===== src/rtl/if_fetch_stage.sv =====
// rtl/if_fetch_stage.sv - instruction fetch stage with PC and IF/ID register; define IF_PERF_CNT_EN for fetch/stall counters
module if_fetch_stage #(
  parameter logic [31:0] RESET_PC  = 32'h0000_0000,
  parameter logic [31:0] NOP_INSTR = 32'h0000_0000
) (
  input  logic        i_clk,
  input  logic        i_rst,
  input  logic        i_freeze,
  input  logic        i_branch_taken,
  input  logic [31:0] i_branch_addr,
  input  logic        i_flush,
  output logic [31:0] o_imem_addr,
  input  logic [31:0] i_imem_instr,
  output logic [31:0] o_if_pc,
  output logic [31:0] o_if_instr,
  output logic        o_if_valid
`ifdef IF_PERF_CNT_EN
  ,
  output logic [31:0] o_fetch_cnt,
  output logic [31:0] o_stall_cnt
`endif
);

  logic [31:0] r_pc;
  logic [31:0] w_pc_plus4;
  logic [31:0] w_branch_target;
  logic        w_kill;
  logic        w_load;

  // Sequential PC arithmetic wraps naturally at 2^32.
  assign w_pc_plus4      = r_pc + 32'd4;
  // Targets are forced word-aligned; the low address bits are discarded.
  assign w_branch_target = i_branch_addr & ~32'd3;
  // A taken branch squashes whatever is being fetched this cycle, same as flush.
  assign w_kill          = i_flush | i_branch_taken;
  assign w_load          = ~w_kill & ~i_freeze;

  // Memory is combinational, so the PC itself addresses it with no extra latency.
  assign o_imem_addr = r_pc;

  // Program counter: reset, then branch redirect (beats freeze), then hold, then advance.
  always_ff @(posedge i_clk) begin
    if (!i_rst) begin
      r_pc <= RESET_PC;
    end else if (i_branch_taken) begin
      r_pc <= w_branch_target;
    end else if (!i_freeze) begin
      r_pc <= w_pc_plus4;
    end
  end

  // IF/ID register: reset, then squash (beats freeze), then hold, then capture.
  always_ff @(posedge i_clk) begin
    if (!i_rst) begin
      o_if_instr <= NOP_INSTR;
      o_if_pc    <= 32'd0;
      o_if_valid <= 1'b0;
    end else if (w_kill) begin
      o_if_instr <= NOP_INSTR;
      o_if_pc    <= 32'd0;
      o_if_valid <= 1'b0;
    end else if (!i_freeze) begin
      o_if_instr <= i_imem_instr;
      o_if_pc    <= w_pc_plus4;
      o_if_valid <= 1'b1;
    end
  end

`ifdef IF_PERF_CNT_EN
  // Counters: fetches are edges that load a live instruction; stalls are freezes not overridden by a branch.
  always_ff @(posedge i_clk) begin
    if (!i_rst) begin
      o_fetch_cnt <= 32'd0;
      o_stall_cnt <= 32'd0;
    end else begin
      if (w_load) begin
        o_fetch_cnt <= o_fetch_cnt + 32'd1;
      end
      if (i_freeze && !i_branch_taken) begin
        o_stall_cnt <= o_stall_cnt + 32'd1;
      end
    end
  end
`endif

endmodule

===== config.mk =====
export PLATFORM = sky130hd
export DESIGN_NAME = if_fetch_stage
export DESIGN_NICKNAME = d
export VERILOG_FILES = /design/src/rtl/if_fetch_stage.sv
export SDC_FILE = /design/constraint.sdc
export NUM_CORES = 1
export LEC_CHECK = 0
export CAP_MARGIN = 20
export CORE_MARGIN = 2
export CORE_UTILIZATION = 44
export CTS_CLUSTER_DIAMETER = 120
export DETAILED_ROUTE_END_ITERATION = 10
export PLACE_DENSITY = 0.8
export SLEW_MARGIN = 20
export SYNTH_ARGS = -nofsm -noshare
export SYNTH_HDL_FRONTEND = slang
export SYNTH_SLANG_ARGS = --single-unit
export TNS_END_PERCENT = 50

===== constraint.sdc =====
create_clock -name i_clk -period 2 [get_ports i_clk]
set_input_delay 0.3 -clock i_clk [delete_from_list [all_inputs] [get_ports i_clk]]
set_output_delay 0.3 -clock i_clk [all_outputs]
set_load 0.005 [all_outputs]

==> results.md <==
* Setup Viol. Count Final at 0
* Final period util at 92.06%
* CP Max Fanout at 11
* Share of synthesized registers carrying an async set or reset at 0%
* Achievable clock frequency at 543.1 MHz
* P per Cell Area at 658.5 mW/mm^2
* Antenna Cells at 0
* WHS at 390.8 ps
* Syn. warnings at 0
* Vias in the first global route at 3908
* Die Wd at 102.9 um
* WL final at 11.85 mm
* Gr ovfl total at 0
* RSZ-0062 raised after global routing: false
* Crit path cell chain: clkdlybuf4s50_1
* Max Cap Viol at 0
* Setup crit end kind: output pin
* Synth unique cells at 39
* GRT Resource Usage Total at 22.71%
* Register bit count reported by yosys at 93
* Clock buffer depth at 2
* Util after Layout at 66.30%
* Worst Clk Skew at 10.35 ps
* Die height at 102.9 um
* Syn_area_per_cell at 8.817 um^2
* Starting Density at 44.64%
* Fraction of layout cells with a size suffix above 1 at 9.174%
* DIE AREA at 0.01059 mm^2
* Worst path top cell family by delay: buffers and inverters
* CTS Buf Count at 9
* Final Critical Period at 1841 ps
* Routed via count at 3987
* Final net count at 719
* Antenna violations before repair at 0
* Final TNS setup at 0 ps
* Post-synthesis cell count at 488
* Drt pass-1 iters at 4
* Commonest non-fill, non-tap cell in the layout: clkdlybuf4s50_1
* CP startpoint kind: register
* Post-Place Cell Area at 0.006135 mm^2
* Status: finished, final reports clean
* First-pass GRT wire length at 18.79 mm
* # DRC at 0
* Via/cell ratio at 5.066
* # fillers at 816
* Clock Tree Root: clkbuf_8
* Final antenna-violating net count at 0
* Area growth, synth to finish at 48.53%
* Placer congestion estimate at 0.8684
* VDD IR max at 0.4887 mV
* Register area share after synthesis at 43.27%
* HP Class: in -> reg
* Top Ports at 166
* Lkg Pwr at 2.366 nW
* Post-synth EDFFs at 0
* Port Buffers at 159
* Max Slew Vio Count at 0
* H-tree depth at 3
* Post-CTS Setup Inserts at 0
* Worst path slowest cell: clkdlybuf4s50_1
* CP arrival at 1540 ps
* DR iter-0 viols at 179
* DR WL/cell at 15.05 um
* Crit path largest cell delay at 620 ps
* Skew-Pair Late Insertion Delay at 360 ps
* Most frequent cells in the layout: clkdlybuf4s50_1, dfxtp_1, nor2_1, a21oi_1, o21ai_0
* CTS Sinks at 93
* WP data required at 1700 ps
* CTS tree: built
* Syn Std Cell Area at 0.004303 mm^2
* Final Hold Vio Count at 0
* Clk slew on worst S/H paths at 90 ps
* CP Buf/Inv Count at 1
* Finished Cell Area at 0.006391 mm^2
* Main synth FF type: dfxtp_1
* Dpl hpwl at 8.941 mm
* Core box area at 0.009639 mm^2
* Largest net degree at the start of global routing at 48
* WS Path Type: reg -> out
* Row count at 36
## layer usage
layer	vias up	wire [um]	global-route usage (%)
met5	-	0	0
met4	0	101	5.769
met3	9	1179	9.695
met2	153	5782	39.21
met1	1835	4784	25.92
li1	1990	-	-
## worst paths after layout
kind / from / to / slack, ps / cells after the start
max: o_imem_addr[5] / o_imem_addr[5] / 160 / 1
min: i_freeze / o_imem_addr[31] / 390 / 2
max reg2reg: o_imem_addr[5] / o_imem_addr[29] / 230 / 5
min reg2reg: o_if_pc[4] / o_if_pc[4] / 470 / 2
## area by class of cell
type / instances / area (um^2) / area share (%)
timing repair buffer: 188 / 1854 / 29.01
inverter: 4 / 15.01 / 0.2349
clock buffer: 12 / 135.1 / 2.114
sequential: 93 / 1862 / 29.13
tap: 133 / 166.4 / 2.604
multi-input combinational: 353 / 2238 / 35.02
clock inverter: 4 / 120.1 / 1.879
## power breakdown
group	internal (mW)	switching [mW]	leakage [nW]
combinational	0.371	0.256	1.48
sequential	1.92	0.0635	0.760
clock	0.960	0.641	0.125
total	3.25	0.961	2.37
## cells in the mapped netlist, types with 3 or more instances
library cell / count / share of area, %
clkbuf_1: 19 / 1.7
nor3_1: 5 / 0.58
nor4_2: 3 / 0.87
or3_1: 3 / 0.44
buf_4: 9 / 1.6
nand4_4: 3 / 1.5
nand2_1: 27 / 2.4
buf_2: 10 / 1.2
nor2_1: 64 / 5.6
xnor2_1: 28 / 5.7
a211oi_1: 4 / 0.70
a21oi_1: 51 / 5.9
and4_1: 5 / 1.0
nand4_1: 8 / 1.2
nor4_1: 3 / 0.44
o21ai_0: 46 / 5.4
mux2i_1: 36 / 8.4
and3_1: 5 / 0.73
xor2_1: 26 / 5.3
nand3_1: 15 / 1.7
dfxtp_1: 93 / 43
buf_1: 3 / 0.26
## registers in the layout, indices dropped and copies added, names as in the netlist
signal and count:
o_if_instr 32, o_if_pc 30, o_if_valid 1, o_imem_addr 30
## per-stage QoR
| step | power, mW | std cells | setup slack, ps |
|---|---|---|---|
| 2_1_floorplan | 2.287 | 491 | 340.9 |
| 3_3_place_gp | 2.636 | 771 | 237.1 |
| 3_5_place_dp | 2.651 | 771 | 172.9 |
| 4_1_cts | 4.245 | 787 | 132.1 |
| 5_1_grt | 4.387 | 787 | 61.02 |
| 6_report | 4.208 | 787 | 158.8 |
## what timing repair did
| action | CTS | global route |
|---|---|---|
| hold buffers | 0 | 0 |
| hold endpoints to repair | 0 | 0 |
| gates resized for setup | 0 | 1 |
| setup endpoints to repair | 0 | 1 |
## cell families (layout without fill, tap and decap cells)
kind of cell	count (synthesis)	in the layout	share of synthesized area, %
adder cells (fa/ha/maj)	1	1	0.2907
AND/OR/NAND/NOR	154	154	19.25
XOR/XNOR	54	54	10.99
flip-flops	93	93	43.27
buffers and inverters	45	208	5.002
multiplexers	36	36	8.375
other	1	4	0.08715
AO/OA/AOI/OAI	104	104	12.74
(Power assumes the default switching activity.)
